## config.mk

```make
export PLATFORM = sky130hd
export DESIGN_NAME = mem_stage_lsu_flat
export DESIGN_NICKNAME = d
export VERILOG_FILES = /design/src/rtl/mem_stage_lsu_pkg.sv /design/src/rtl/mem_stage_lsu_if.sv /design/src/rtl/mem_stage_lsu_load_extend.sv /design/src/rtl/mem_stage_lsu.sv /design/src/flat_wrapper.sv
export SDC_FILE = /design/constraint.sdc
export NUM_CORES = 1
export LEC_CHECK = 0
export CELL_PAD_IN_SITES_DETAIL_PLACEMENT = 1
export CELL_PAD_IN_SITES_GLOBAL_PLACEMENT = 1
export CORE_UTILIZATION = 32
export DETAILED_ROUTE_END_ITERATION = 10
export GPL_TIMING_DRIVEN = 0
export MAX_ROUTING_LAYER = met4
export PLACE_DENSITY = 0.91
export SLEW_MARGIN = 20
export SYNTH_ARGS = -nofsm -noshare
export SYNTH_HDL_FRONTEND = slang
export SYNTH_SLANG_ARGS = --single-unit
```

## constraint.sdc

```tcl
create_clock -name clk -period 3.6 [get_ports clk]
set_input_delay 0.36 -clock clk [delete_from_list [all_inputs] [get_ports clk]]
set_output_delay 0.36 -clock clk [all_outputs]
set_load 0.02 [all_outputs]
```

## src/rtl/mem_stage_lsu_pkg.sv

```systemverilog
// Shared types and encodings for the memory-stage load/store unit.
// Imported by the LSU top, its interface users and the load extender.
package lsu_pkg;

    typedef enum logic [1:0] {
        IDLE = 2'd0,
        REQ  = 2'd1,
        DONE = 2'd2
    } lsu_state_t;

    localparam logic [2:0] F3_B  = 3'b000;
    localparam logic [2:0] F3_H  = 3'b001;
    localparam logic [2:0] F3_W  = 3'b010;
    localparam logic [2:0] F3_BU = 3'b100;
    localparam logic [2:0] F3_HU = 3'b101;

    localparam logic [1:0] RES_ALU = 2'b00;
    localparam logic [1:0] RES_MEM = 2'b01;
    localparam logic [1:0] RES_PC4 = 2'b10;

    // Stores only have signed-size encodings; loads add the unsigned ones.
    function automatic logic f3_legal(input logic [2:0] f3,
                                      input logic       is_store);
        logic ok;
        ok = (f3 == F3_B) || (f3 == F3_H) || (f3 == F3_W);
        if (!is_store) begin
            ok = ok || (f3 == F3_BU) || (f3 == F3_HU);
        end
        return ok;
    endfunction

endpackage

```

## src/rtl/mem_stage_lsu_if.sv

```systemverilog
// Data-memory request/ready port between the LSU (master) and memory.
// Request fields are held stable by the master until ready is seen.
interface mem_stage_lsu_if #(
    parameter int ADDR_W = 32
);
    logic              dmem_req;
    logic              dmem_we;
    logic [ADDR_W-1:0] dmem_addr;
    logic [3:0]        dmem_be;
    logic [31:0]       dmem_wdata;
    logic              dmem_ready;
    logic [31:0]       dmem_rdata;

    modport master (
        output dmem_req,
        output dmem_we,
        output dmem_addr,
        output dmem_be,
        output dmem_wdata,
        input  dmem_ready,
        input  dmem_rdata
    );

    modport slave (
        input  dmem_req,
        input  dmem_we,
        input  dmem_addr,
        input  dmem_be,
        input  dmem_wdata,
        output dmem_ready,
        output dmem_rdata
    );
endinterface

```

## src/rtl/mem_stage_lsu_load_extend.sv

```systemverilog
// Selects the addressed byte/half of a read word and sign/zero extends it.
// Purely combinational; word loads pass through untouched.
module load_extend
    import lsu_pkg::*;
(
    input  logic [31:0] i_rdata,
    input  logic [1:0]  i_off,
    input  logic [2:0]  i_f3,
    output logic [31:0] o_data
);
    logic [7:0]  w_byte;
    logic [15:0] w_half;

    always_comb begin
        w_byte = 8'h00;
        unique case (i_off)
            2'd0: w_byte = i_rdata[7:0];
            2'd1: w_byte = i_rdata[15:8];
            2'd2: w_byte = i_rdata[23:16];
            2'd3: w_byte = i_rdata[31:24];
        endcase
        w_half = i_off[1] ? i_rdata[31:16] : i_rdata[15:0];
    end

    always_comb begin
        o_data = i_rdata;
        unique case (1'b1)
            (i_f3 == F3_B):  o_data = {{24{w_byte[7]}}, w_byte};
            (i_f3 == F3_BU): o_data = {24'h0, w_byte};
            (i_f3 == F3_H):  o_data = {{16{w_half[15]}}, w_half};
            (i_f3 == F3_HU): o_data = {16'h0, w_half};
            default:         o_data = i_rdata;
        endcase
    end
endmodule

```

## src/rtl/mem_stage_lsu.sv

```systemverilog
// Memory-stage LSU: validates M-stage accesses, drives the req/ready data
// port, builds store lanes, and returns aligned/extended load data.
module mem_stage_lsu
    import lsu_pkg::*;
#(
    parameter int XLEN   = 32,
    parameter int ADDR_W = 32
) (
    input  logic            clk,
    input  logic            rst,
    input  logic            RegWriteM,
    input  logic [1:0]      ResultSrcM,
    input  logic            MemWriteM,
    input  logic            ValidM,
    input  logic [2:0]      funct3M,
    input  logic [XLEN-1:0] ALUResultM,
    input  logic [XLEN-1:0] WriteDataM,
    mem_stage_lsu_if.master dmem,
    output logic            StallM,
    output logic [XLEN-1:0] ReadDataM,
    output logic            MemFaultM
);
    lsu_state_t        r_state;
    lsu_state_t        w_next;

    logic [ADDR_W-1:0] r_addr;
    logic [3:0]        r_be;
    logic [31:0]       r_wdata;
    logic              r_we;
    logic [2:0]        r_f3;
    logic [31:0]       r_rdata;

    logic              w_is_ld;
    logic              w_mem_op;
    logic              w_f3_ok;
    logic              w_misal;
    logic              w_fault;
    logic              w_go;
    logic [3:0]        w_be;
    logic [31:0]       w_wdata;
    logic [31:0]       w_ext;
    logic              w_unused_ok;

    assign w_unused_ok = &{1'b0, RegWriteM};

    assign w_is_ld  = (ResultSrcM == RES_MEM);
    assign w_mem_op = ValidM & (MemWriteM | w_is_ld);
    assign w_f3_ok  = f3_legal(funct3M, MemWriteM);
    assign w_misal  = ((funct3M[1:0] == 2'b01) & ALUResultM[0])
                    | ((funct3M[1:0] == 2'b10) & (|ALUResultM[1:0]));
    assign w_fault  = w_mem_op & (~w_f3_ok | w_misal);
    assign w_go     = w_mem_op & ~w_fault;

    // Store lanes; loads always request the full word.
    always_comb begin
        w_be    = 4'b1111;
        w_wdata = WriteDataM[31:0];
        if (MemWriteM) begin
            unique case (1'b1)
                (funct3M == F3_B): begin
                    w_be    = 4'b0001 << ALUResultM[1:0];
                    w_wdata = {4{WriteDataM[7:0]}};
                end
                (funct3M == F3_H): begin
                    w_be    = ALUResultM[1] ? 4'b1100 : 4'b0011;
                    w_wdata = {2{WriteDataM[15:0]}};
                end
                default: begin
                    w_be    = 4'b1111;
                    w_wdata = WriteDataM[31:0];
                end
            endcase
        end
    end

    always_ff @(posedge clk) begin
        if (rst) begin
            r_state <= IDLE;
        end else begin
            r_state <= w_next;
        end
    end

    always_comb begin
        w_next = r_state;
        unique case (r_state)
            IDLE:    w_next = w_go ? REQ : IDLE;
            REQ:     w_next = dmem.dmem_ready ? DONE : REQ;
            DONE:    w_next = IDLE;
            default: w_next = IDLE;
        endcase
    end

    always_comb begin
        dmem.dmem_req   = 1'b0;
        dmem.dmem_we    = 1'b0;
        dmem.dmem_addr  = {r_addr[ADDR_W-1:2], 2'b00};
        dmem.dmem_be    = r_be;
        dmem.dmem_wdata = r_wdata;
        StallM          = 1'b0;
        ReadDataM       = '0;
        MemFaultM       = 1'b0;
        unique case (r_state)
            IDLE: begin
                StallM    = w_go;
                MemFaultM = w_fault;
            end
            REQ: begin
                dmem.dmem_req = 1'b1;
                dmem.dmem_we  = r_we;
                StallM        = 1'b1;
            end
            DONE: begin
                ReadDataM = w_ext;
            end
            default: begin
                StallM = 1'b0;
            end
        endcase
    end

    always_ff @(posedge clk) begin
        if (rst) begin
            r_addr  <= '0;
            r_be    <= '0;
            r_wdata <= '0;
            r_we    <= 1'b0;
            r_f3    <= '0;
            r_rdata <= '0;
        end else begin
            if ((r_state == IDLE) && w_go) begin
                r_addr  <= ALUResultM[ADDR_W-1:0];
                r_be    <= w_be;
                r_wdata <= w_wdata;
                r_we    <= MemWriteM;
                r_f3    <= funct3M;
            end
            if ((r_state == REQ) && dmem.dmem_ready) begin
                r_rdata <= dmem.dmem_rdata;
            end
        end
    end

    load_extend u_ext (
        .i_rdata (r_rdata),
        .i_off   (r_addr[1:0]),
        .i_f3    (r_f3),
        .o_data  (w_ext)
    );
endmodule
```

## src/flat_wrapper.sv

```systemverilog
// flat-port wrapper written by rule: the top's interface ports become plain ports
module mem_stage_lsu_flat import lsu_pkg::*;
#(
    parameter int XLEN   = 32,
    parameter int ADDR_W = 32
)
  (clk, rst, RegWriteM, ResultSrcM, MemWriteM, ValidM, funct3M, ALUResultM, WriteDataM, StallM, ReadDataM, MemFaultM, dmem_dmem_req, dmem_dmem_we, dmem_dmem_addr, dmem_dmem_be, dmem_dmem_wdata, dmem_dmem_ready, dmem_dmem_rdata);
  mem_stage_lsu_if #(.ADDR_W(ADDR_W)) dmem_i ();
  input  logic clk;
  input  logic rst;
  input  logic RegWriteM;
  input  logic [1:0] ResultSrcM;
  input  logic MemWriteM;
  input  logic ValidM;
  input  logic [2:0] funct3M;
  input  logic [XLEN-1:0] ALUResultM;
  input  logic [XLEN-1:0] WriteDataM;
  output logic StallM;
  output logic [XLEN-1:0] ReadDataM;
  output logic MemFaultM;
  output wire logic [$bits(dmem_i.dmem_req)-1:0] dmem_dmem_req;
  output wire logic [$bits(dmem_i.dmem_we)-1:0] dmem_dmem_we;
  output wire logic [$bits(dmem_i.dmem_addr)-1:0] dmem_dmem_addr;
  output wire logic [$bits(dmem_i.dmem_be)-1:0] dmem_dmem_be;
  output wire logic [$bits(dmem_i.dmem_wdata)-1:0] dmem_dmem_wdata;
  input wire logic [$bits(dmem_i.dmem_ready)-1:0] dmem_dmem_ready;
  input wire logic [$bits(dmem_i.dmem_rdata)-1:0] dmem_dmem_rdata;
  assign dmem_dmem_req = dmem_i.dmem_req;
  assign dmem_dmem_we = dmem_i.dmem_we;
  assign dmem_dmem_addr = dmem_i.dmem_addr;
  assign dmem_dmem_be = dmem_i.dmem_be;
  assign dmem_dmem_wdata = dmem_i.dmem_wdata;
  assign dmem_i.dmem_ready = dmem_dmem_ready;
  assign dmem_i.dmem_rdata = dmem_dmem_rdata;
  mem_stage_lsu #(.XLEN(XLEN), .ADDR_W(ADDR_W)) u_core (.clk(clk), .rst(rst), .RegWriteM(RegWriteM), .ResultSrcM(ResultSrcM), .MemWriteM(MemWriteM), .ValidM(ValidM), .funct3M(funct3M), .ALUResultM(ALUResultM), .WriteDataM(WriteDataM), .dmem(dmem_i), .StallM(StallM), .ReadDataM(ReadDataM), .MemFaultM(MemFaultM));
endmodule
```

==> flow_metrics.env <==
export IMPL_clock_fmax_mhz=306.1
export IMPL_finalSetupViolations=0
export IMPL_first_pass_iters=4
export IMPL_gr_total_overflow=0
export IMPL_crit_buf_inv=3
export IMPL_hold_class="reg -> reg"
export IMPL_crit_path_end_kind="primary output"
export IMPL_drv_slew=0
export IMPL_status="completed"
export IMPL_criticalPathCategory="reg -> out"
export IMPL_syn_area_mm2=0.004937
export IMPL_wl_per_cell_um=17.51
export IMPL_async_flop_share_pct=0
export IMPL_finalPower_mw=2.749
export IMPL_synthTopCellsByArea="dfxtp_1, nand2_1, a21oi_1"
export IMPL_synth_top_cell_area_share_pct=42.98
export IMPL_p_leak_nw=2.620
export IMPL_rsz0062_at_grt="no"
export IMPL_final_nets=989
export IMPL_worst_slew_pin_slew_ns=0.7563
export IMPL_critPathMaxStageDelay_ns=0.63
export IMPL_ios=211
export IMPL_synth_warnings=0
export IMPL_slowest_stage="a21oi_1"
export IMPL_critPathLaunchType="register"
export IMPL_crit_chain="buf_2 -> mux2i_1 -> mux2i_1 -> a21oi_1 -> buf_2 -> nor3_1 -> clkdlybuf4s50_1"
export IMPL_required_ns=3.24
export IMPL_worst_slack_ns=0.3328
export IMPL_syn_area_per_cell_um2=7.436
export IMPL_dp_cells=1059
export IMPL_utilization_pct=49.89
export IMPL_ys_ff_latch=106
export IMPL_stdcell_count=1075
export IMPL_first_global_vias=5619
export IMPL_fin_skew_ns=0.01301
export IMPL_tns_ns=0
export IMPL_synthTopCellsByCount="nand2_1, dfxtp_1, a21oi_1"
export IMPL_cts_root_buf="clkbuf_16"
export IMPL_ys_types=35
export IMPL_area_growth_pct=53.04
export IMPL_cts_buffers=9
export IMPL_fp_dieW_um=126.2
export IMPL_rows=45
export IMPL_diodes=0
export IMPL_dp_hpwl_um=14760
export IMPL_cts_hold_buffers=0
export IMPL_initial_core_util_pct=32.60
export IMPL_fillers=1833
export IMPL_power_density_mw_per_mm2=363.8
export IMPL_cts_clk_slew_worst_paths_ns=0.08
export IMPL_layout_drive_gt1_share_pct=8.005
export IMPL_ys_flop_type="dfxtp_1"
export IMPL_postCtsResizedCells=0
export IMPL_synth_edf_count=0
export IMPL_synth_seq_area_share_pct=42.98
export IMPL_post_cts_buffers=0
export IMPL_post_place_ws_ns=0.3845
export IMPL_die_h_um=126.2
export IMPL_layout_worst_path_cycle_share_pct=90.76
export IMPL_grt_max_degree=21
export IMPL_antenna_found_initial=0
export IMPL_ant_nets=0
export IMPL_synth_top_area_cell="dfxtp_1"
export IMPL_maxCapViolations=0
export IMPL_drt_initial_drc_count=300
export IMPL_cp_top_family="buffers and inverters"
export IMPL_finalCriticalPeriod_ns=3.267
export IMPL_drcViolationCount=0
export IMPL_clock_sinks=106
export IMPL_cts_tree="yes"
export IMPL_relSlewSlack_pct=49.58
export IMPL_gp_congestion=0.8830
export IMPL_routed_wl_um=18820
export IMPL_cts_buffer_depth=2
export IMPL_grt_pass1_wl_um=29420
export IMPL_placeableCoreArea_mm2=0.01515
export IMPL_grt_use_total_pct=24.57
export IMPL_vias=5425
export IMPL_htree_num_levels=3
export IMPL_worstSkewPairLatency_ns=0.37
export IMPL_crit_fanout=10
export IMPL_vias_per_cell=5.047
export IMPL_port_buffers=206
export IMPL_worstPathArrival_ns=2.91
export IMPL_vdd_drop_max_v=0.0002236
export IMPL_yosysMostFrequentCell="nand2_1"
export IMPL_design_die_area_mm2=0.01593
export IMPL_synth_cells=664
export IMPL_final_hold_violation_count=0
layer usage:
| metal | wire length (um) | track usage [%] | vias up |
|---|---|---|---|
| li1 | - | - | 2626 |
| met1 | 7796 | 27.07 | 2554 |
| met2 | 8942 | 41.21 | 210 |
| met3 | 1485 | 7.604 | 35 |
| met4 | 599 | 9.851 | 0 |
| met5 | 0 | - | - |
placed cells by master, fill, tap and decap left out, types with 6 or more instances in the layout:
cell / n
nand2_1: 208
clkdlybuf4s50_1: 206
dfxtp_1: 106
a21oi_1: 95
buf_4: 37
clkbuf_1: 34
nor3_1: 28
nor2_1: 26
nor2b_1: 23
inv_1: 10
o211ai_1: 10
mux2i_1: 9
a311oi_1: 9
clkbuf_16: 9
a221oi_1: 8
o21ai_0: 8
nand2b_1: 7
buf_2: 7
o22ai_1: 7
nand3_1: 6
a31oi_1: 6
state kept, by name, summed over array words and instances (netlist names):
name and count:
u_core.r_rdata 32, u_core.r_f3 3, u_core.dmem.dmem_be 4, u_core.r_state 2
u_core.r_addr 32, u_core.dmem.dmem_wdata 32, u_core.r_we 1
cell type report:
cell class / instances / area (um2) / area share [%]
multi-input combinational: 468 / 2307 / 30.53
buffer: 81 / 474.2 / 6.276
clock buffer: 9 / 225.2 / 2.981
sequential: 106 / 2122 / 28.08
inverter: 10 / 37.54 / 0.4968
tap: 188 / 235.2 / 3.113
clock inverter: 7 / 92.59 / 1.225
timing repair buffer: 206 / 2062 / 27.29
power breakdown:
part / leakage [nW] / total, mW / internal (mW) / switching (mW)
logic: 1.61 / 0.456 / 0.230 / 0.226
clock network: 0.155 / 1.06 / 0.559 / 0.501
registers: 0.859 / 1.23 / 1.21 / 0.0235
total: 2.62 / 2.75 / 2.00 / 0.750
per-stage QoR:
| step | hold WS [ns] | area (um2) |
|---|---|---|
| after floorplan | 0.4317 | 4941 |
| after global placement | 0.4390 | 7238 |
| after detailed placement | 0.4495 | 7238 |
| after CTS | 0.4596 | 7556 |
| after global routing | 0.4779 | 7556 |
| final | 0.4574 | 7556 |
cell families after synthesis:
logic type / count (synthesis) / share of synthesized area [%]
multiplexers: 10 / 2.053
AO/OA/AOI/OAI: 149 / 17.99
AND/OR/NAND/NOR: 307 / 26.53
other: 1 / 0.07595
buffers and inverters: 91 / 10.36
flip-flops: 106 / 42.98
worst min-delay path, stage by stage, from the launching register on:
cell and delay (ns):
dfxtp_1 0.31, nand2_1 0.05, a21oi_1 0.05
path summary, 6_finish.rpt:
kind                                                start                   endpoint  slack (ns)  depth (start not counted)
worst max-delay path                     u_core.r_addr[1]              ReadDataM[22]        0.33                          7
worst min-delay path            u_core.dmem.dmem_wdata[0]  u_core.dmem.dmem_wdata[0]        0.46                          2
worst max register to register          u_core.r_state[1]  u_core.dmem.dmem_wdata[9]        1.54                          5
worst min register to register  u_core.dmem.dmem_wdata[0]  u_core.dmem.dmem_wdata[0]        0.46                          2
Power figures use the tool's default switching activity.
